**src/rtl/msx_wait_pkg.sv**
```systemverilog
// Shared types and helpers for the MSX Z80 wait-state generator.
// Bus cycle classes, FSM states and the per-class wait-count bundle.
package msx_wait_pkg;

    localparam int CNT_W_MAX = 8;

    typedef enum logic [1:0] {WC_M1, WC_MEM, WC_IO, WC_VDP} wait_class_t;

    typedef enum logic [1:0] {ST_IDLE, ST_COUNT, ST_EXT, ST_DONE} state_t;

    typedef struct packed {
        logic [CNT_W_MAX-1:0] m1;
        logic [CNT_W_MAX-1:0] mem;
        logic [CNT_W_MAX-1:0] io;
        logic [CNT_W_MAX-1:0] vdp;
    } wait_cfg_t;

    // Opcode fetch outranks plain memory, which outranks any I/O.
    function automatic wait_class_t classify(input logic mreq_n, input logic iorq_n,
                                             input logic m1_n, input logic vdp_sel);
        wait_class_t c;
        if (!m1_n && !mreq_n)
            c = WC_M1;
        else if (!mreq_n)
            c = WC_MEM;
        else if (!iorq_n && vdp_sel)
            c = WC_VDP;
        else
            c = WC_IO;
        return c;
    endfunction

    function automatic logic [CNT_W_MAX-1:0] class_count(input wait_cfg_t cfg,
                                                         input wait_class_t c);
        logic [CNT_W_MAX-1:0] n;
        unique case (c)
            WC_M1:   n = cfg.m1;
            WC_MEM:  n = cfg.mem;
            WC_IO:   n = cfg.io;
            WC_VDP:  n = cfg.vdp;
            default: n = '0;
        endcase
        return n;
    endfunction

endpackage

```
**src/rtl/msx_wait_downcnt.sv**
```systemverilog
// Loadable down counter that stops at zero; all activity gated by a clock enable.
module msx_wait_downcnt
    import msx_wait_pkg::*;
#(
    parameter int W = 4
) (
    input  logic         clk,
    input  logic         rst_n,
    input  logic         ce,
    input  logic         load,
    input  logic [W-1:0] load_val,
    input  logic         dec,
    output logic [W-1:0] count
);

    always_ff @(posedge clk or negedge rst_n) begin
        if (!rst_n) begin
            count <= '0;
        end else if (ce) begin
            if (load)
                count <= load_val;
            else if (dec && (count != '0))
                count <= count - 1'b1;
        end
    end

endmodule

```
**src/rtl/msx_wait_gen.sv**
```systemverilog
// Z80 wait-state generator: per-class programmable waits, VDP access spacing
// and a time-limited external wait, driving the T80 WAIT_n input.
module msx_wait_gen
    import msx_wait_pkg::*;
#(
    parameter int CNT_W          = 4,
    parameter int GAP_W          = 6,
    parameter int TO_W           = 8,
    parameter int EXWAIT_TIMEOUT = 255
) (
    input  logic              clk21m,
    input  logic              reset_n,
    input  logic              ce_3m58_p,
    input  logic              mreq_n,
    input  logic              iorq_n,
    input  logic              m1_n,
    input  logic              rfsh_n,
    input  logic              vdp_sel,
    input  logic              wait_en,
    input  logic [CNT_W-1:0]  wait_m1,
    input  logic [CNT_W-1:0]  wait_mem,
    input  logic [CNT_W-1:0]  wait_io,
    input  logic [CNT_W-1:0]  wait_vdp,
    input  logic [GAP_W-1:0]  vdp_gap,
    input  logic              exwait_n,
    input  logic              to_clr,
    output logic              wait_n,
    output wait_class_t       cls,
    output logic              timeout_flag
);

    localparam int NW = (CNT_W > GAP_W) ? CNT_W : GAP_W;
    localparam logic [TO_W-1:0] TO_LIMIT = TO_W'(EXWAIT_TIMEOUT);

    state_t            state, state_nxt;
    wait_class_t       cls_nxt, start_cls;
    wait_cfg_t         cfg;
    logic              wait_n_nxt;
    logic              start;
    logic [NW-1:0]     n_req;
    logic [NW-1:0]     cnt;
    logic [GAP_W-1:0]  gap_cnt;
    logic [TO_W-1:0]   to_cnt, to_cnt_nxt;
    logic              to_set;
    logic              cnt_load, cnt_dec;
    logic              gap_reload, gap_load, gap_dec;
    logic [GAP_W-1:0]  gap_load_val;

    assign start     = (~mreq_n & rfsh_n) | (~iorq_n & m1_n);
    assign start_cls = classify(mreq_n, iorq_n, m1_n, vdp_sel);

    always_comb begin
        cfg     = '0;
        cfg.m1  = CNT_W_MAX'(wait_m1);
        cfg.mem = CNT_W_MAX'(wait_mem);
        cfg.io  = CNT_W_MAX'(wait_io);
        cfg.vdp = CNT_W_MAX'(wait_vdp);
    end

    // A VDP access waits for whichever is longer: its own count or the leftover gap.
    always_comb begin
        n_req = '0;
        if (wait_en) begin
            n_req = NW'(class_count(cfg, start_cls));
            if ((start_cls == WC_VDP) && (NW'(gap_cnt) > n_req))
                n_req = NW'(gap_cnt);
        end
    end

    always_comb begin
        state_nxt  = state;
        wait_n_nxt = wait_n;
        cls_nxt    = cls;
        to_cnt_nxt = to_cnt;
        to_set     = 1'b0;
        cnt_load   = 1'b0;
        cnt_dec    = 1'b0;
        gap_reload = 1'b0;
        unique case (state)
            ST_IDLE: begin
                if (start) begin
                    cls_nxt = start_cls;
                    if ((n_req != '0) || !exwait_n) begin
                        state_nxt  = ST_COUNT;
                        wait_n_nxt = 1'b0;
                        cnt_load   = 1'b1;
                        to_cnt_nxt = '0;
                    end else begin
                        state_nxt = ST_DONE;
                    end
                end
            end
            ST_COUNT: begin
                cnt_dec = 1'b1;
                if (cnt <= NW'(1)) begin
                    if (exwait_n) begin
                        wait_n_nxt = 1'b1;
                        state_nxt  = ST_DONE;
                    end else begin
                        state_nxt = ST_EXT;
                    end
                end
            end
            ST_EXT: begin
                if (exwait_n) begin
                    wait_n_nxt = 1'b1;
                    state_nxt  = ST_DONE;
                end else begin
                    to_cnt_nxt = to_cnt + 1'b1;
                    if (to_cnt_nxt == TO_LIMIT) begin
                        wait_n_nxt = 1'b1;
                        state_nxt  = ST_DONE;
                        to_set     = 1'b1;
                    end
                end
            end
            ST_DONE: begin
                wait_n_nxt = 1'b1;
                if (mreq_n && iorq_n) begin
                    state_nxt  = ST_IDLE;
                    gap_reload = (cls == WC_VDP);
                end
            end
            default: begin
                state_nxt  = ST_IDLE;
                wait_n_nxt = 1'b1;
            end
        endcase
    end

    always_ff @(posedge clk21m or negedge reset_n) begin
        if (!reset_n) begin
            state        <= ST_IDLE;
            wait_n       <= 1'b1;
            cls          <= WC_M1;
            to_cnt       <= '0;
            timeout_flag <= 1'b0;
        end else if (ce_3m58_p) begin
            state  <= state_nxt;
            wait_n <= wait_n_nxt;
            cls    <= cls_nxt;
            to_cnt <= to_cnt_nxt;
            if (to_set)
                timeout_flag <= 1'b1;
            else if (to_clr)
                timeout_flag <= 1'b0;
        end
    end

    msx_wait_downcnt #(.W(NW)) u_cnt (
        .clk      (clk21m),
        .rst_n    (reset_n),
        .ce       (ce_3m58_p),
        .load     (cnt_load),
        .load_val (n_req),
        .dec      (cnt_dec),
        .count    (cnt)
    );

    // The gap only runs down while no VDP access is in flight; disabling waits pins it at zero.
    assign gap_load     = !wait_en || gap_reload;
    assign gap_load_val = wait_en ? vdp_gap : '0;
    assign gap_dec      = (state == ST_IDLE) || (cls != WC_VDP);

    msx_wait_downcnt #(.W(GAP_W)) u_gap (
        .clk      (clk21m),
        .rst_n    (reset_n),
        .ce       (ce_3m58_p),
        .load     (gap_load),
        .load_val (gap_load_val),
        .dec      (gap_dec),
        .count    (gap_cnt)
    );

endmodule

```
**config.mk**
```make
export PLATFORM = sky130hd
export DESIGN_NAME = msx_wait_gen
export DESIGN_NICKNAME = d
export VERILOG_FILES = /design/src/rtl/msx_wait_pkg.sv /design/src/rtl/msx_wait_downcnt.sv /design/src/rtl/msx_wait_gen.sv
export SDC_FILE = /design/constraint.sdc
export NUM_CORES = 1
export LEC_CHECK = 0
export CORE_MARGIN = 3
export CORE_UTILIZATION = 45
export DETAILED_ROUTE_END_ITERATION = 8
export GPL_TIMING_DRIVEN = 0
export PLACE_DENSITY = 0.7
export SLEW_MARGIN = 20
export SYNTH_ARGS = -nofsm -noshare
export SYNTH_HDL_FRONTEND = slang
export SYNTH_SLANG_ARGS = --single-unit
```
**constraint.sdc**
```tcl
create_clock -name clk21m -period 4.7 [get_ports clk21m]
set_input_delay 0.94 -clock clk21m [delete_from_list [all_inputs] [get_ports clk21m]]
set_output_delay 0.94 -clock clk21m [all_outputs]
set_load 0.05 [all_outputs]
```
==> impl_metrics.prom <==
# TYPE chip_impl_metric gauge
chip_impl_info{name="outcome",value="completed"} 1
chip_impl_metric{name="final_cell_area",unit="sq um"} 2650
chip_impl_metric{name="grt_start_max_net_pins",unit=""} 27
chip_impl_metric{name="core-area",unit="sq um"} 4500
chip_impl_metric{name="post-synth-top-area-fraction",unit="%"} 28.9
chip_impl_metric{name="powerDensity",unit="nW/um^2"} 481
chip_impl_metric{name="cts_buffer_depth",unit=""} 2
chip_impl_metric{name="worst-endpoint-arrival",unit="ps"} 4620
chip_impl_metric{name="worst_skew_late_latency",unit="ps"} 280
chip_impl_metric{name="final.fill_count",unit=""} 413
chip_impl_info{name="timing.critical_path.to_type",value="flip-flop"} 1
chip_impl_metric{name="syn_area_per_cell",unit="sq um"} 8.20
chip_impl_metric{name="gr_usage_total",unit="%"} 21.0
chip_impl_metric{name="worstPathRequired",unit="ps"} 4870
chip_impl_metric{name="worst_hold_slack",unit="ps"} 494
chip_impl_info{name="ys_top_cells_by_count",value="28 x nand2_1, 25 x dfrtp_1, 24 x o21ai_0"} 1
chip_impl_metric{name="max_slew_margin",unit="%"} 59.7
chip_impl_metric{name="fin_cells",unit=""} 355
chip_impl_metric{name="route.vias.total",unit=""} 2168
chip_impl_metric{name="cts.reportedPaths.clkPinSlew",unit="ps"} 100
chip_impl_metric{name="area_of_the_die",unit="sq um"} 5680
chip_impl_metric{name="grt_pass1_wl",unit="mm"} 9.36
chip_impl_metric{name="final_routed_wire_length_divided_by_cell_count",unit="um"} 16.0
chip_impl_metric{name="synthArstFlopShare",unit="%"} 100
chip_impl_metric{name="synth.lib_cells_used.distinct",unit=""} 56
chip_impl_metric{name="vdd_drop_max",unit="mV"} 0.264
chip_impl_metric{name="worst_margin_pin_slew",unit="ps"} 604
chip_impl_metric{name="postSynthCellCount",unit=""} 264
chip_impl_metric{name="placedCellCount",unit=""} 351
chip_impl_info{name="netlist_top_cells_area",value="dfrtp_1 29%, ha_1 8.1%, o21ai_0 5.5%, nand2_1 4.9%, mux2i_1 3.7%"} 1
chip_impl_info{name="synth_most_common_cell",value="nand2_1"} 1
chip_impl_metric{name="length_in_cells_of_the_worst_reg_to_reg_path",unit=""} 9
chip_impl_metric{name="maxSlewViolCount",unit=""} 0
chip_impl_metric{name="initial_core_util",unit="%"} 48.1
chip_impl_metric{name="post_cts_setup_driven_buffer_insertion_count",unit=""} 0
chip_impl_info{name="path_class",value="primary input to flip-flop"} 1
chip_impl_metric{name="drt-initial-drc-count",unit=""} 186
chip_impl_metric{name="achievable-frequency",unit="MHz"} 225
chip_impl_info{name="min-delay-path-class",value="flip-flop to flip-flop"} 1
chip_impl_metric{name="io_buffers",unit=""} 35
chip_impl_metric{name="drt-total-wl",unit="mm"} 5.68
chip_impl_info{name="critical_path.startpoint_type",value="primary input"} 1
chip_impl_metric{name="flow.area_growth_from_synthesis",unit="%"} 22.4
chip_impl_metric{name="min_period_over_period",unit="%"} 94.6
chip_impl_metric{name="mapped_area",unit="sq um"} 2160
chip_impl_metric{name="rrSetupSlack",unit="ps"} 1750
chip_impl_info{name="grt_setup_unrepaired",value="false"} 1
chip_impl_metric{name="cap_violations",unit=""} 0
chip_impl_metric{name="synth_nets",unit=""} 311
chip_impl_metric{name="finalCriticalPeriod",unit="ps"} 4450
chip_impl_info{name="synth-main-ff-cell",value="dfrtp_1"} 1
chip_impl_metric{name="numClockSinks",unit=""} 26
chip_impl_metric{name="fin_total_pwr",unit="mW"} 1.27
chip_impl_metric{name="final-setup-viol-count",unit=""} 0
chip_impl_metric{name="num_antenna_cells",unit=""} 0
chip_impl_metric{name="avgViaCountPerCell",unit=""} 6.11
chip_impl_metric{name="chipHeight",unit="um"} 75.4
chip_impl_metric{name="place_congestion",unit=""} 0.913
chip_impl_info{name="netlist.top_cell.by_area",value="dfrtp_1"} 1
chip_impl_metric{name="synth_warnings",unit=""} 0
chip_impl_metric{name="fin_skew",unit="ps"} 4.07
chip_impl_metric{name="synth_seq_cells",unit=""} 26
chip_impl_metric{name="first_global_vias",unit=""} 2010
chip_impl_metric{name="net_total_in_the_final_layout",unit=""} 351
chip_impl_metric{name="final_hold_vios",unit=""} 0
chip_impl_metric{name="antenna_left",unit=""} 0
chip_impl_metric{name="globalRouteOverflowTotal",unit=""} 0
chip_impl_info{name="tritoncts",value="yes"} 1
chip_impl_metric{name="timing.critical_path.fanout_max",unit=""} 10
chip_impl_metric{name="synth_sequential_area_ratio",unit="%"} 30.1
chip_impl_metric{name="leakage",unit="nW"} 1.13
chip_impl_metric{name="die_w",unit="um"} 75.4
chip_impl_metric{name="ioPinCount",unit=""} 37
chip_impl_metric{name="dpl-instance-area",unit="sq um"} 2570
chip_impl_metric{name="dpl.hpwl",unit="mm"} 4.29
chip_impl_info{name="root_buffer",value="clkbuf_8"} 1
chip_impl_metric{name="synth-edff-count",unit=""} 0
chip_impl_metric{name="drt-pass1-iter-count",unit=""} 4
chip_impl_metric{name="fp-row-count",unit=""} 24
chip_impl_metric{name="cts_inserted_buffers",unit=""} 3
chip_impl_metric{name="post_route_cells_drive_above_1_share",unit="%"} 6.27
chip_impl_metric{name="h_tree_levels",unit=""} 1
chip_impl_metric{name="whs_path_depth",unit=""} 2
chip_impl_metric{name="remaining_drc_errors",unit=""} 0
chip_impl_metric{name="antenna_found_initial",unit=""} 0
## state kept, by name (all words and copies together), names as in the netlist
register and cells:
to_cnt 8, timeout_flag 1, state 2, wait_n 1, u_cnt.count 6, cls 2, u_gap.count 6
## metal layers
metal	routed length, um	up-vias	GRT usage (%)
met3	219	6	2.11
met2	2770	54	35.4
met4	68	0	5.24
li1	-	1059	-
met5	0	-	0
met1	2620	1049	29.0
## through the flow
step / setup WS (ps) / utilization, % / TNS (ps)
after floorplan: 941 / - / 0
after global placement: -31.4 / 57.3 / -31.4
after detailed placement: -53.6 / 57.2 / -80.3
after CTS: 230 / 58.8 / 0
after global routing: 91.1 / 58.8 / 0
final: 253 / 58.8 / 0
## timing repair
item                                    4_1_cts  5_1_grt
endpoints found under the setup margin        0        1
resized for setup                             0        1
hold buffers                                  0        0
endpoints found under the hold margin         0        0
## cells in the final DEF, fill, tap and decap left out, types with 2 or more instances in the layout
cell type and count:
a21boi_0 5, a211oi_1 3, a21boi_1 2, buf_2 4
or2_1 2, or3_1 2, and3_1 4, a41o_1 2
a22oi_1 2, a31oi_1 4, a32o_1 2, nand3_1 16
mux2i_1 8, o21ai_0 24, and3b_1 2, nor2b_1 6
inv_1 17, ha_1 14, dfrtp_1 25, nor3b_1 3
o31ai_1 7, nor2_1 17, o21ai_1 5, clkbuf_1 5
mux2_2 3, clkbuf_8 3, clkdlybuf4s50_1 34, nor4_1 2
o31a_1 2, nand2_1 28, a21oi_1 12, nand2b_1 2
nand4_1 8, o211ai_1 2
## critical path: stages
cell and delay (ps):
clkdlybuf4s50_1 530, nand2b_2 210, mux2_2 350, a21oi_1 300
ha_1 320, a21o_1 240, a2111oi_4 380, nor2_1 170
o221ai_2 290, a311o_1 340, buf_4 210, o21ai_0 100
o211a_1 220
## power breakdown
group | leakage, nW | internal [mW] | switching [mW]
clock | 0.0357 | 0.114 | 0.0773
sequential | 0.322 | 0.312 | 0.117
combinational | 0.776 | 0.281 | 0.372
total | 1.13 | 0.708 | 0.566
## cells by family after synthesis
family | share of synthesized area, %
AND/OR/NAND/NOR | 22.8
flip-flops | 30.1
multiplexers | 5.78
AO/OA/AOI/OAI | 27.6
buffers and inverters | 5.55
adder cells (fa/ha/maj) | 8.09
## path summary, 6_finish.rpt
kind,from,end
max,iorq_n,u_cnt.count[4]$_DFFE_PN0P_
min,wait_n$_DFFE_PN1P_,wait_n$_DFFE_PN1P_
max reg2reg,u_gap.count[3]$_DFFE_PN0P_,u_cnt.count[4]$_DFFE_PN0P_
min reg2reg,wait_n$_DFFE_PN1P_,wait_n$_DFFE_PN1P_
max in group asynchronous,reset_n,to_cnt[6]$_DFFE_PN0P_
min in group asynchronous,reset_n,u_gap.count[1]$_DFFE_PN0P_
## cell type report
class	instances	area (sq um)	area share, %
Buffer	11	56.3	2.12
Clock buffer	3	41.3	1.56
Clock inverter	1	30.0	1.13
Inverter	17	63.8	2.41
Multi-Input combinational cell	210	1400	52.7
Sequential cell	26	652	24.6
Tap cell	52	65.1	2.46
Timing Repair Buffer	35	345	13.0
Note: power is estimated with default switching activity, not from simulation.
